--- src/rtl/config_chain_loader.sv ---
// -----------------------------------------------------------------------------
// config_chain_loader
//
// Streams configuration words into a serial scan chain of CHAIN_LEN flops.
// Each accepted word is held in a one-word buffer and shifted out LSB first,
// one bit per cycle while sc_en is high. Exactly CHAIN_LEN bits are shifted
// per load; surplus bits of the final word are discarded. A one-cycle done
// pulse follows the last shift.
//
// Handshake: a word transfers on a rising edge where wvalid && wready. The
// producer may hold wvalid for any number of cycles. wready does not depend
// on wvalid, so there is no combinational loop through the producer.
//
// Ports
//   clk        clock, all state changes on the rising edge
//   reset      asynchronous, active-low reset
//   start      single-cycle load request (ignored while busy)
//   abort      cancel any load in progress (wins over start and acceptance)
//   wvalid     configuration word valid
//   wdata      configuration word, bit 0 shifted first
//   wready     buffer can take a word this cycle
//   sc_en      chain shift enable
//   sc_dout    serial data to the chain head (zero when sc_en is low)
//   busy       high in LOAD and DONE
//   done       one-cycle pulse after the final chain bit
//   state_dbg  current FSM state (0 IDLE, 1 LOAD, 2 DONE)
// -----------------------------------------------------------------------------
module config_chain_loader #(
  parameter int CHAIN_LEN = 64,
  parameter int WORD_W    = 8
) (
  input  logic              clk,
  input  logic              reset,
  input  logic              start,
  input  logic              abort,
  input  logic              wvalid,
  input  logic [WORD_W-1:0] wdata,
  output logic              wready,
  output logic              sc_en,
  output logic              sc_dout,
  output logic              busy,
  output logic              done,
  output logic [1:0]        state_dbg
);

  localparam int CNT_W = $clog2(CHAIN_LEN + 1);
  localparam int IDX_W = (WORD_W > 1) ? $clog2(WORD_W) : 1;

  localparam logic [CNT_W-1:0] CHAIN_LEN_C = CNT_W'(CHAIN_LEN);
  localparam logic [31:0]      WORD_W_U    = 32'(WORD_W);

  typedef enum logic [1:0] {
    S_IDLE = 2'd0,
    S_LOAD = 2'd1,
    S_DONE = 2'd2
  } state_e;

  state_e             state_q,     state_d;
  logic [WORD_W-1:0]  buf_q,       buf_d;
  logic               buf_vld_q,   buf_vld_d;   // buffer holds an unshifted bit
  logic [IDX_W-1:0]   bit_idx_q,   bit_idx_d;   // next bit of buf_q to shift
  logic [IDX_W-1:0]   buf_last_q,  buf_last_d;  // last used bit of this word
  logic [CNT_W-1:0]   shift_cnt_q, shift_cnt_d; // bits shifted so far
  logic [CNT_W-1:0]   req_cnt_q,   req_cnt_d;   // bits covered by accepted words

  logic               last_shift;
  logic               final_shift;
  logic               accept;
  logic [31:0]        rem_bits;
  logic [31:0]        take_bits;

  // ---------------------------------------------------------------------------
  // State register
  // ---------------------------------------------------------------------------
  always_ff @(posedge clk or negedge reset) begin
    if (!reset) begin
      state_q     <= S_IDLE;
      buf_q       <= '0;
      buf_vld_q   <= 1'b0;
      bit_idx_q   <= '0;
      buf_last_q  <= '0;
      shift_cnt_q <= '0;
      req_cnt_q   <= '0;
    end else begin
      state_q     <= state_d;
      buf_q       <= buf_d;
      buf_vld_q   <= buf_vld_d;
      bit_idx_q   <= bit_idx_d;
      buf_last_q  <= buf_last_d;
      shift_cnt_q <= shift_cnt_d;
      req_cnt_q   <= req_cnt_d;
    end
  end

  // ---------------------------------------------------------------------------
  // Next state and outputs
  // ---------------------------------------------------------------------------
  always_comb begin
    state_d     = state_q;
    buf_d       = buf_q;
    buf_vld_d   = buf_vld_q;
    bit_idx_d   = bit_idx_q;
    buf_last_d  = buf_last_q;
    shift_cnt_d = shift_cnt_q;
    req_cnt_d   = req_cnt_q;

    sc_en       = 1'b0;
    sc_dout     = 1'b0;
    wready      = 1'b0;
    busy        = 1'b0;
    done        = 1'b0;
    last_shift  = 1'b0;
    final_shift = 1'b0;
    accept      = 1'b0;

    // Bits still to be requested, and how many of them the next word covers.
    // Only the final word of a load can be short.
    rem_bits  = 32'(CHAIN_LEN_C - req_cnt_q);
    take_bits = (rem_bits >= WORD_W_U) ? WORD_W_U : rem_bits;

    case (state_q)
      S_IDLE: begin
        if (start && !abort) begin
          state_d     = S_LOAD;
          buf_d       = '0;
          buf_vld_d   = 1'b0;
          bit_idx_d   = '0;
          buf_last_d  = '0;
          shift_cnt_d = '0;
          req_cnt_d   = '0;
        end
      end

      S_LOAD: begin
        busy        = 1'b1;
        sc_en       = buf_vld_q;
        sc_dout     = buf_vld_q ? buf_q[bit_idx_q] : 1'b0;
        last_shift  = buf_vld_q && (bit_idx_q == buf_last_q);
        final_shift = buf_vld_q && (shift_cnt_q == CHAIN_LEN_C - CNT_W'(1));
        // Accepting on the last-bit cycle refills the buffer in the same edge,
        // so consecutive words shift without a bubble.
        wready      = (req_cnt_q != CHAIN_LEN_C) && (!buf_vld_q || last_shift);
        accept      = wready && wvalid && !abort;

        if (abort) begin
          state_d     = S_IDLE;
          buf_d       = '0;
          buf_vld_d   = 1'b0;
          bit_idx_d   = '0;
          buf_last_d  = '0;
          shift_cnt_d = '0;
          req_cnt_d   = '0;
        end else begin
          if (sc_en) begin
            shift_cnt_d = shift_cnt_q + CNT_W'(1);
            bit_idx_d   = bit_idx_q + IDX_W'(1);
            if (last_shift) begin
              buf_vld_d = 1'b0;
            end
          end
          if (accept) begin
            buf_d      = wdata;
            buf_vld_d  = 1'b1;
            bit_idx_d  = '0;
            buf_last_d = IDX_W'(take_bits - 32'd1);
            req_cnt_d  = req_cnt_q + CNT_W'(take_bits);
          end
          // The final shift always empties the buffer and no word can be
          // accepted alongside it, since every bit has already been requested.
          if (final_shift) begin
            state_d   = S_DONE;
            buf_d     = '0;
            buf_vld_d = 1'b0;
          end
        end
      end

      S_DONE: begin
        busy        = 1'b1;
        done        = !abort;
        state_d     = S_IDLE;
        buf_d       = '0;
        buf_vld_d   = 1'b0;
        bit_idx_d   = '0;
        buf_last_d  = '0;
        shift_cnt_d = '0;
        req_cnt_d   = '0;
      end

      default: begin
        state_d = S_IDLE;
      end
    endcase
  end

  assign state_dbg = state_q;

endmodule

--- config.mk ---
export PLATFORM = sky130hd
export DESIGN_NAME = config_chain_loader
export DESIGN_NICKNAME = d
export VERILOG_FILES = /design/src/rtl/config_chain_loader.sv
export SDC_FILE = /design/constraint.sdc
export NUM_CORES = 1
export LEC_CHECK = 0
export BUFFER_PORTS_ARGS = -buffer_cell sky130_fd_sc_hd__buf_2
export CAP_MARGIN = 20
export CORE_ASPECT_RATIO = 1.25
export CORE_MARGIN = 2
export CORE_UTILIZATION = 45
export CTS_CLUSTER_DIAMETER = 200
export CTS_CLUSTER_SIZE = 12
export DETAILED_ROUTE_END_ITERATION = 12
export GPL_TIMING_DRIVEN = 0
export SYNTH_ARGS = -nofsm -noshare
export SYNTH_HDL_FRONTEND = slang
export SYNTH_SLANG_ARGS = --single-unit
export TNS_END_PERCENT = 30
--- constraint.sdc ---
create_clock -name clk -period 7.5 [get_ports clk]
set_input_delay 1.5 -clock clk [delete_from_list [all_inputs] [get_ports clk]]
set_output_delay 1.5 -clock clk [all_outputs]
set_load 0.02 [all_outputs]
; Word-level counts from Yosys, hierarchy flattened
; Cells that the tools add are included.
[word_totals]
ff_bits = 31
in_bits = 13
out_inout_bits = 7
elab_cells = 83
[op_classes]
n_addsub = 5
order_cmp = 2
eq_ne = 11
mux = 40
n_reduce_logical = 18
[op_table]
columns = cell, n
row1 = 2-to-1 mux 7 bit, 6
row2 = one-hot mux 7 bit (3 select lines), 2
row3 = >= comparator 32 x 4 -> 1 bit (second input constant), 1
row4 = 2-to-1 mux 8 bit, 4
row5 = one-hot mux 8 bit (3 select lines), 1
row6 = 2-to-1 mux 3 bit, 6
row7 = one-hot mux 3 bit (3 select lines), 2
row8 = 2-to-1 mux 1 bit, 13
row9 = AND reduction 3 bit, 4
row10 = != test 3 bit (second input constant), 3
row11 = != test 4 bit (second input constant), 2
row12 = subtractor 7 x 7 -> 8 bit (first input constant), 1
row13 = adder 7 x 1 -> 7 bit (second input constant), 1
row14 = adder 7 bit, 1
row15 = == test 7 x 6 -> 1 bit (second input constant), 1
row16 = != test 7 bit (second input constant), 1
row17 = logical AND 1 bit, 6
row18 = 2-to-1 mux 2 bit, 3
row19 = less-than comparator 3 x 4 -> 1 bit (second input constant), 1
row20 = one-hot mux 2 bit (2 select lines), 1
row21 = AND reduction 2 bit, 2
row22 = adder 3 x 1 -> 3 bit (second input constant), 1
row23 = binary-select mux 1 bit (select 3 bit), 1
row24 = == test 3 bit, 1
row25 = other kinds (10), 11

; Depth between registers and ports, before layout
; Gate-level depths: netlist of the first run.
[depth]
ltp_word = 10
ltp_mapped = 12
depth_no_buf = 12

; Worst setup path before layout of the first run
; No wires, ideal clock.
[synth_path]
path_kind = input to output
startpoint = input port abort
endpoint = output port done
arrival_time_ps = 1804
t_required_ps = 6000
slack_ps = 4196
stages = 1
path_cell_list = nor2b_1
[synth_between]
elab_chain_cells = 2
[synth_lines]
columns = element, line_no
row1 = start: declaration, 35  ; input logic abort,
row2 = zero test 1 bit, 180  ; done = !abort;
row3 = 2-to-1 mux 1 bit, 121  ; case (state_q)
row4 = end: declaration, 42  ; output logic done,
; Every way passes these cells.

; Worst setup path after layout of the first run
[layout_path]
startpoint = register req_cnt_q[1]
endpoint = output port wready
[layout_between]
elab_chain_cells = 3
[layout_lines]
columns = element, line_no
row1 = start: declaration, 64  ; logic [CNT_W-1:0] req_cnt_q, req_cnt_d;
row2 = start signal: assignment, 91  ; req_cnt_q <= req_cnt_d;
row3 = != test 7 bit, 142  ; wready = (req_cnt_q != CHAIN_LEN_C) && (!buf_vld_q || last_shift);
row4 = logical AND 1 bit, 142
row5 = 2-to-1 mux 1 bit, 121
row6 = end: declaration, 38  ; output logic wready,
; Every way passes these cells.

==> results.yml, run 1 <==
synth:
  synth_area_um2: 1956
  dominantRegCellSynth: "dfrtp_1"
  yosysUniqueCellTypes: 50
  synthTopCellsByArea: "dfrtp_1 40%, ha_1 9.0%, a22o_1 3.6%"
  syn_area_per_cell_um2: 10.08
  synth_common_cells: "31 x dfrtp_1, 15 x nand2_1, 14 x ha_1, 14 x o21ai_0, 13 x a21oi_1"
  synthMostInstantiatedCell: "dfrtp_1"
  yosys.area.top_type_share: 0.3967
  synth-seq-cells: 31
  yosys_warnings: 0
  synth_area_leader_cell: "dfrtp_1"
  synthCells: 194
  synth_edf_count: 0
  ys_seq_area_frac: 0.3967
  synthArstFlopShare: 1.000
setup_path:
  worstSetupStartpointType: "register"
  crit_chain: "inv_1 -> ha_1 -> nand2_1 -> or4_1 -> and3_1 -> buf_2"
  cp_max_fo: 6
  slowest_delay_ns: 0.46
  arrival_ns: 1.98
  crit_path_end_kind: "primary output"
  worstSetupPathType: "reg -> out"
  cp.required_ns: 6.00
  slowest_stage: "dfrtp_1"
sta:
  slew_viol_final: 0
  timing.fmax_mhz: 287.6
  hold_violations: 0
  finClkSkew_ns: 0.004714
  rsz0062_at_grt: "false"
  fin_crit_sh: 0.4636
  maxSlewHeadroom: 0.5416
  period_minus_slack_ns: 3.477
  setup_viol: 0
  tightest_slew_ns: 0.6876
  finalSetupTns_ns: 0
drt:
  viasPerCell: 5.939
  num_vias: 1651
  drtPass1Iterations: 4
  wire_per_inst_um: 15.61
  ant_nets: 0
  wirelength_um: 4340
  drcViolationCount: 0
  drt-initial-drc-count: 87
power_and_ir_drop:
  total_leakage_power_nw: 1.096
  p_total_w: 0.0005674
  powerDensity_nw_per_um2: 253.1
  vdd_drop_max_v: 0.0001569
global_route:
  antenna_found_initial: 0
  grt.total_usage: 0.1959
  grt_pass1_vias: 1635
  grt_max_degree: 32
  grt_pass1_wl_um: 7534
  grt-ovfl-total: 0
placed_design:
  hpwlAfterDp_um: 3251
  gp_congestion: 0.7639
  port_buffers: 19
clock_tree:
  clk_latency_ns: 0.29
  cts_sinks: 31
  path_clk_slew_ns: 0.06
  htreeDepth: 2
  cts_buffers: 5
  tritoncts: "yes"
  cts_hold_buf: 0
  root_buffer: "clkbuf_8"
  clockBufferDepth: 2
  ctsResizeCount: 0
  postCtsSetupRepairBufs: 0
die:
  die-area_um2: 4893
  core-area_um2: 4131
  die_y_um: 77.71
  row_count: 26
  die_w_um: 62.97
  ios: 20
  start_util: 0.4733
finish:
  syn2layout_area_growth_pct: 14.65
  nNetsFinal: 249
  insertedDiodeCount: 0
  seq_area_um2: 775.7
  layout-drive-gt1-share: 0.2117
  nFillCells: 390
  multi_input_area_um2: 1127
outcome:
  status: "finished clean"
job:
  cap_violations: 0
min_path:
  hp-class: "reg -> reg"
[sequential cells by signal, indices dropped and copies added (netlist names)]
| register | count |
|---|---|
| buf_q | 8 |
| req_cnt_q | 7 |
| shift_cnt_q | 7 |
| bit_idx_q | 3 |
| buf_last_q | 3 |
| state_dbg | 2 |
| buf_vld_q | 1 |
[final cells by class]
cell class	count	share of cell area
Timing Repair Buffer	19	0.04241
Clock inverter	2	0.01563
Inverter	8	0.01339
Clock buffer	6	0.03683
Sequential cell	31	0.3460
Tap cell	56	0.03125
Buffer	5	0.01172
Multi-Input combinational cell	151	0.5028
[placed cells by master (no fill, tap or decap), types with 3 or more instances in the layout]
| cell type | instances |
|---|---|
| a21o_1 | 3 |
| a21oi_1 | 13 |
| a22o_1 | 8 |
| a22o_2 | 7 |
| and2_1 | 3 |
| buf_2 | 19 |
| clkbuf_1 | 3 |
| clkbuf_8 | 6 |
| dfrtp_1 | 31 |
| ha_1 | 14 |
| inv_1 | 8 |
| nand2_1 | 15 |
| nand3_1 | 5 |
| nand4_1 | 4 |
| nor2_1 | 6 |
| nor2b_1 | 4 |
| nor3_1 | 5 |
| o21ai_0 | 14 |
| o31ai_1 | 4 |
| or4_1 | 3 |
| xnor2_1 | 3 |
| xor2_1 | 5 |
[per-stage QoR]
stage                     worst slack [ns]    util  area [um^2]  hold WS, ns  std cells
after detailed placement             4.116  0.5142         2125       0.4675        270
final                                4.023  0.5427         2242       0.4823        278
after global placement               4.130  0.5142         2125       0.4559        270
after CTS                            4.026  0.5427         2242       0.4809        278
after global routing                 3.869  0.5427         2242       0.5191        278
after floorplan                      4.196       -         1959       0.4417        195
[critical path: cells and delay by family (launching register included)]
family	cells	cell delay [ns]
fa+ha+maj	1	0.24
buf+inv	2	0.29
flops	1	0.46
simple gates	3	0.71
[kinds of logic after synthesis]
group | after synthesis | synth area share
AO/OA/AOI/OAI | 65 | 0.2489
XOR/XNOR | 8 | 0.03583
adder cells (fa/ha/maj) | 15 | 0.09981
buffers and inverters | 13 | 0.02879
flip-flops | 31 | 0.3967
multiplexers | 3 | 0.02815
other | 1 | 0.001918
AND/OR/NAND/NOR | 58 | 0.1599
[power breakdown]
part | leakage, nW | switching [W] | total (W) | internal [W]
Sequential | 0.429 | 0.0000170 | 0.000200 | 0.000183
Clock | 0.0612 | 0.0000636 | 0.000171 | 0.000107
Combinational | 0.605 | 0.000125 | 0.000196 | 0.0000712
[final timing paths]
check                                            from                          to  slack (ns)  cells after the start
max                          req_cnt_q[1]$_DFFE_PN0P_                      wready        4.02                      6
min                        shift_cnt_q[6]$_DFFE_PN0P_  shift_cnt_q[6]$_DFFE_PN0P_        0.48                      2
max reg2reg                  req_cnt_q[1]$_DFFE_PN0P_    req_cnt_q[6]$_DFFE_PN0P_        4.45                     12
min reg2reg                shift_cnt_q[6]$_DFFE_PN0P_  shift_cnt_q[6]$_DFFE_PN0P_        0.48                      2
max in group asynchronous                       reset    state_dbg[1]$_DFFE_PN0P_        5.80                      1
min in group asynchronous                       reset        buf_q[5]$_DFFE_PN0P_        1.25                      1
[per-layer routing]
metal  routed length (um)  vias up  share of wire  track usage
li1                     -      779              -            -
met1                 1853      830           0.43       0.2408
met2                 2249       36           0.52       0.3340
met3                  175        6          0.040      0.04493
met4                   61        0          0.014      0.07111
met5                    0        -              0            0
Note: power is estimated with default switching activity, not from simulation.
==> inputs of run 2 (changes only) <==
--- a/config.mk
+++ b/config.mk
@@ -5,6 +5,7 @@
 export SDC_FILE = /design/constraint.sdc
 export NUM_CORES = 1
 export LEC_CHECK = 0
+export ABC_AREA = 1
 export BUFFER_PORTS_ARGS = -buffer_cell sky130_fd_sc_hd__buf_2
 export CAP_MARGIN = 20
 export CORE_ASPECT_RATIO = 1.25
@@ -14,6 +15,7 @@
 export CTS_CLUSTER_SIZE = 12
 export DETAILED_ROUTE_END_ITERATION = 12
 export GPL_TIMING_DRIVEN = 0
+export PLACE_DENSITY = 0.66
 export SYNTH_ARGS = -nofsm -noshare
 export SYNTH_HDL_FRONTEND = slang
 export SYNTH_SLANG_ARGS = --single-unit
==> constraint.sdc (replaced) <==
create_clock -name clk -period 2.9 [get_ports clk]
set_input_delay 0.58 -clock clk [delete_from_list [all_inputs] [get_ports clk]]
set_output_delay 0.58 -clock clk [all_outputs]
set_load 0.02 [all_outputs]
==> results.yml, run 2 <==
setup_path:
  crit_path_end_kind: "register"
  timing.rr.end: "req_cnt_q[5]$_DFFE_PN0P_"
  r2r_slack_ns: 0.21
  reg2reg_depth: 17
  arrival_ns: 2.86
  cp_max_fo: 6
  worstSetupPathType: "reg -> reg"
  reg2reg_from: "req_cnt_q[0]$_DFFE_PN0P_"
  worstSetupStartpointType: "register"
  cp.required_ns: 3.07
drt:
  drt-initial-drc-count: 75
  wirelength_um: 4172
  num_vias: 1777
  drcViolationCount: 0
  wire_per_inst_um: 11.52
  drtPass1Iterations: 4
  viasPerCell: 4.909
  ant_nets: 0
global_route:
  grt.total_usage: 0.1687
  grt-ovfl-total: 0
  grt_pass1_vias: 1657
  grt_max_degree: 32
  grt_pass1_wl_um: 7100
  antenna_found_initial: 0
synth:
  dominantRegCellSynth: "dfrtp_1"
  syn_area_per_cell_um2: 8.032
  synthMostInstantiatedCell: "nand2_1"
  synth_area_leader_cell: "dfrtp_1"
  synth-seq-cells: 31
  synthCells: 274
  synthTopCellsByArea: "dfrtp_1 35%, nand2_1 11%, ha_1 8.0%"
  synthArstFlopShare: 1.000
  synth_area_um2: 2201
  yosys.area.top_type_share: 0.3525
  synth_edf_count: 0
  ys_seq_area_frac: 0.3525
  yosysUniqueCellTypes: 39
  yosys_warnings: 0
  synth_common_cells: "66 x nand2_1, 31 x dfrtp_1, 24 x nand3_1, 24 x nor2_1, 23 x inv_1"
die:
  row_count: 28
  core-area_um2: 4730
  die_w_um: 66.55
  start_util: 0.4653
  ios: 20
  die_y_um: 82.19
  die-area_um2: 5470
clock_tree:
  clockBufferDepth: 2
  tritoncts: "yes"
  cts_buffers: 5
  path_clk_slew_ns: 0.06
  clk_latency_ns: 0.28
  root_buffer: "clkbuf_8"
  cts_sinks: 31
  htreeDepth: 2
power_and_ir_drop:
  total_leakage_power_nw: 1.292
  vdd_drop_max_v: 0.0004578
  powerDensity_nw_per_um2: 881.5
  p_total_w: 0.002196
sta:
  finClkSkew_ns: 0.008056
  finalSetupTns_ns: 0
  slew_viol_final: 0
  fin_crit_sh: 0.9265
  setup_ws_ns: 0.2131
  tightest_slew_ns: 0.6931
  setup_viol: 0
  timing.fmax_mhz: 372.2
  maxSlewHeadroom: 0.5379
  hold_violations: 0
  period_minus_slack_ns: 2.687
placed_design:
  gp_congestion: 0.8674
  port_buffers: 19
  place_area_um2: 2375
  dp_slack_ns: 0.05158
  hpwlAfterDp_um: 3308
finish:
  layout-drive-gt1-share: 0.2715
  layout_common_cells: "66 x nand2_1, 31 x dfrtp_1, 24 x nor2_1, 24 x nand3_1, 23 x inv_1"
  multi_input_area_um2: 1295
  final_util: 0.5267
  insertedDiodeCount: 0
  largest_reg_flops: 8
  fin_area_um2: 2491
  nFillCells: 467
  seq_area_um2: 775.7
  layout_commonest_cell: "nand2_1"
  regMostFlops: "buf_q"
  largestRegisters: "buf_q (8), req_cnt_q (7), shift_cnt_q (7)"
  syn2layout_area_growth_pct: 13.19
  nNetsFinal: 330
outcome:
  status: "finished clean"
min_path:
  hp-class: "in -> async"
job:
  cap_violations: 0
==> run 2: worst max-delay path by stage <==
| stage | to | start | cells past startpoint |
|---|---|---|---|
| 6_report | req_cnt_q[5]$_DFFE_PN0P_ | req_cnt_q[0]$_DFFE_PN0P_ | 17 |
| 5_1_grt | req_cnt_q[5]$_DFFE_PN0P_ | req_cnt_q[0]$_DFFE_PN0P_ | 17 |
| 4_1_cts | req_cnt_q[5]$_DFFE_PN0P_ | req_cnt_q[0]$_DFFE_PN0P_ | 17 |
| 2_1_floorplan | req_cnt_q[5]$_DFFE_PN0P_ | req_cnt_q[0]$_DFFE_PN0P_ | 17 |
| 3_3_place_gp | req_cnt_q[5]$_DFFE_PN0P_ | req_cnt_q[0]$_DFFE_PN0P_ | 17 |
| 3_5_place_dp | req_cnt_q[5]$_DFFE_PN0P_ | req_cnt_q[0]$_DFFE_PN0P_ | 17 |
==> run 2: power breakdown <==
group	total [W]	leakage, nW	internal, W	switching, W
registers	0.000646	0.422	0.000543	0.000103
clock network	0.000336	0.0470	0.000186	0.000150
logic	0.00121	0.822	0.000421	0.000793
total	0.00220	1.29	0.00115	0.00105
==> run 2: logic make-up (layout without fill, tap and decap cells) <==
group | after synthesis | after routing | synth area share
compound gates | 30 | 30 | 0.08301
simple gates | 154 | 154 | 0.3758
xor+xnor | 5 | 5 | 0.02331
fa+ha+maj | 15 | 15 | 0.08869
other cells | 1 | 2 | 0.001704
mux | 1 | 1 | 0.004548
flops | 31 | 31 | 0.3525
buf+inv | 37 | 64 | 0.07049
==> run 2: area by class of cell <==
| type | count | area share |
|---|---|---|
| multi-input combinational | 207 | 0.5198 |
| sequential | 31 | 0.3114 |
| inverter | 35 | 0.05324 |
| timing repair buffer | 20 | 0.04119 |
| clock buffer | 6 | 0.03315 |
| tap | 60 | 0.03014 |
| buffer | 2 | 0.009041 |
| clock inverter | 1 | 0.002009 |
==> run 2: per-stage QoR <==
| step | hold slack, ns | cells |
|---|---|---|
| after global routing | 0.4037 | 362 |
| after floorplan | 0.2844 | 275 |
| final | 0.3365 | 362 |
| after CTS | 0.3631 | 361 |
| after detailed placement | 0.4631 | 354 |
| after global placement | 0.4546 | 354 |
==> run 2: what timing repair did <==
action / in CTS / in global routing
pin swaps: 0 / 1
gates cloned: 0 / 0
endpoints found under the hold margin: 0 / 0
setup endpoints to repair: 1 / 2
hold buffers: 0 / 0
resized for setup: 1 / 3
buffers inserted: 0 / 1
==> run 2: per-layer routing <==
metal	up-vias	GRT usage	wire length [um]
li1	937	-	-
met1	810	0.1979	1866
met2	23	0.3070	2110
met3	7	0.03252	140
met4	0	0.05510	55
met5	-	0	0
==> run 2: critical path, cell delays in order, from the launching register on <==
cell	delay (ns)
dfrtp_1	0.44
inv_2	0.17
ha_4	0.19
nand2_2	0.07
nor2_1	0.13
nand3_1	0.09
nand2_1	0.07
inv_2	0.04
nor2_4	0.19
nand3_2	0.12
clkinv_2	0.08
ha_1	0.29
a21oi_2	0.21
nor3_1	0.08
a211oi_2	0.18
nand3_1	0.11
nand3_1	0.09
nand2_1	0.05
==> inputs of run 3 (changes only) <==
--- a/config.mk
+++ b/config.mk
@@ -6,7 +6,7 @@
 export NUM_CORES = 1
 export LEC_CHECK = 0
 export ABC_AREA = 1
-export BUFFER_PORTS_ARGS = -buffer_cell sky130_fd_sc_hd__buf_2
+export BUFFER_PORTS_ARGS = -buffer_cell sky130_fd_sc_hd__buf_4
 export CAP_MARGIN = 20
 export CORE_ASPECT_RATIO = 1.25
 export CORE_MARGIN = 2
@@ -15,7 +15,6 @@
 export CTS_CLUSTER_SIZE = 12
 export DETAILED_ROUTE_END_ITERATION = 12
 export GPL_TIMING_DRIVEN = 0
-export PLACE_DENSITY = 0.66
 export SYNTH_ARGS = -nofsm -noshare
 export SYNTH_HDL_FRONTEND = slang
 export SYNTH_SLANG_ARGS = --single-unit
==> constraint.sdc (replaced) <==
create_clock -name clk -period 2.6 [get_ports clk]
set_input_delay 0.52 -clock clk [delete_from_list [all_inputs] [get_ports clk]]
set_output_delay 0.52 -clock clk [all_outputs]
set_load 0.02 [all_outputs]
==> results.yml, run 3 (synthesized netlist as in run 2, its figures left out) <==
setup_path:
  slowest_stage: "dfrtp_2"
  worstSetupStartpointType: "register"
  slowest_delay_ns: 0.46
  crit_path_end_kind: "register"
  crit_family: "simple AND/OR/NAND/NOR gates"
  cp.required_ns: 2.77
  worstSetupPathType: "reg -> reg"
  timing.rr.end: "req_cnt_q[5]$_DFFE_PN0P_"
  cp_num_buf_inv: 3
  crit_chain: "inv_4 -> ha_4 -> nand2_2 -> nor2_2 -> nand3_1 -> nand2_1 -> inv_2 -> nor2_4 -> nand3_2 -> clkinv_2 -> ha_2 -> a21oi_2 -> nor3_1 -> a211oi_2 -> nand3_1 -> nand3_1 -> nand2_1"
  r2r_slack_ns: 0.11
  reg2reg_from: "req_cnt_q[0]$_DFFE_PN0P_"
  cp_max_fo: 6
  arrival_ns: 2.66
  cpMostUsedCell: "nand3_1"
  reg2reg_depth: 17
sta:
  fin_crit_sh: 0.9561
  rsz0062_at_grt: "true"
  timing.fmax_mhz: 402.3
  setup_ws_ns: 0.1142
  hold_violations: 0
  period_minus_slack_ns: 2.486
  slew_viol_final: 0
  finClkSkew_ns: 0.007341
  setup_viol: 0
global_route:
  grt.total_usage: 0.1816
  grt_pass1_wl_um: 7583
  grt_max_degree: 32
  grt_pass1_vias: 1709
  antenna_found_initial: 0
  grt-ovfl-total: 0
drt:
  drcViolationCount: 0
  wirelength_um: 4553
  wire_per_inst_um: 12.41
  ant_nets: 0
  drt-initial-drc-count: 72
  num_vias: 1803
  drtPass1Iterations: 4
  viasPerCell: 4.913
die:
  ios: 20
  core-area_um2: 4730
  die_w_um: 66.55
  die_y_um: 82.19
  row_count: 28
  die-area_um2: 5470
  start_util: 0.4653
finish:
  stdcell_count: 367
  largest_reg_flops: 8
  seq_area_um2: 778.2
  insertedDiodeCount: 0
  regMostFlops: "buf_q"
  nFillCells: 476
  layout_commonest_cell: "nand2_1"
  nNetsFinal: 334
  layout-drive-gt1-share: 0.3127
  largestRegisters: "buf_q (8), req_cnt_q (7), shift_cnt_q (7)"
  fin_area_um2: 2636
  multi_input_area_um2: 1328
  syn2layout_area_growth_pct: 19.78
  layout_common_cells: "66 x nand2_1, 29 x dfrtp_1, 24 x nand3_1, 24 x buf_4, 23 x nor2_1"
  final_util: 0.5574
placed_design:
  port_buffers: 19
  dp_slack_ns: -0.2622
  place_area_um2: 2422
  gp_congestion: 0.8121
  dp_cells: 354
  hpwlAfterDp_um: 3335
job:
  cap_violations: 0
outcome:
  status: "finished clean"
clock_tree:
  cts_hold_buf: 0
  cts_sinks: 31
  htreeDepth: 2
  path_clk_slew_ns: 0.07
  clk_latency_ns: 0.29
  cts_buffers: 5
  clockBufferDepth: 2
  tritoncts: "yes"
  root_buffer: "clkbuf_8"
power_and_ir_drop:
  powerDensity_nw_per_um2: 1035
  vdd_drop_max_v: 0.0005829
  total_leakage_power_nw: 1.339
min_path:
  hp-class: "in -> async"
[run 3: worst max path at each step]
stage | to | slack, ns | start | cells after the start
floorplan | req_cnt_q[5]$_DFFE_PN0P_ | 0.05 | req_cnt_q[0]$_DFFE_PN0P_ | 17
global placement | req_cnt_q[5]$_DFFE_PN0P_ | -0.28 | req_cnt_q[0]$_DFFE_PN0P_ | 17
detailed placement | req_cnt_q[5]$_DFFE_PN0P_ | -0.26 | req_cnt_q[0]$_DFFE_PN0P_ | 17
CTS | req_cnt_q[5]$_DFFE_PN0P_ | 0.02 | req_cnt_q[0]$_DFFE_PN0P_ | 17
global route | req_cnt_q[5]$_DFFE_PN0P_ | -0.05 | req_cnt_q[0]$_DFFE_PN0P_ | 17
finish | req_cnt_q[5]$_DFFE_PN0P_ | 0.11 | req_cnt_q[0]$_DFFE_PN0P_ | 17
[run 3: worst reg2reg max path, delay by kind of cell, from the launching register on]
kind	cells	cell delay [ns]
simple gates	10	0.83
compound gates	2	0.36
buf+inv	3	0.23
fa+ha+maj	2	0.47
flops	1	0.46
[run 3: final cells by class]
class                   instances  share of cell area
plain buffers                   2            0.008543
clock buffers                   6             0.03132
clock inverters                 2             0.01329
inverters                      35             0.05126
multi-input cells             207              0.5036
flip-flops and latches         31              0.2952
well taps                      60             0.02848
repair buffers                 24             0.06834
[run 3: layer usage]
| metal | track usage | wire length [um] | vias up |
|---|---|---|---|
| li1 | - | - | 946 |
| met1 | 0.2108 | 1992 | 834 |
| met2 | 0.3280 | 2390 | 16 |
| met3 | 0.03523 | 102 | 7 |
| met4 | 0.06939 | 68 | 0 |
| met5 | 0 | 0 | - |
[run 3: power by group]
| part | internal [W] | switching (W) | total (W) |
|---|---|---|---|
| Sequential | 0.000605 | 0.000121 | 0.000726 |
| Combinational | 0.000570 | 0.000931 | 0.00150 |
| Clock | 0.000310 | 0.000192 | 0.000502 |
| Total | 0.00148 | 0.00124 | 0.00273 |
[run 3: stage by stage]
stage	setup TNS [ns]	power [W]	hold slack [ns]
floorplan	0	0.001814	0.2244
global placement	-0.3842	0.002129	0.4518
detailed placement	-0.3473	0.002142	0.4609
CTS	0	0.002696	0.1733
global route	-0.06961	0.002949	0.1851
finish	0	0.002729	0.1628
[run 3: what timing repair did]
action,in CTS,in global routing
pin swaps,3,2
setup endpoints to repair,4,3
setup buffers,3,2
gates resized for setup,7,7
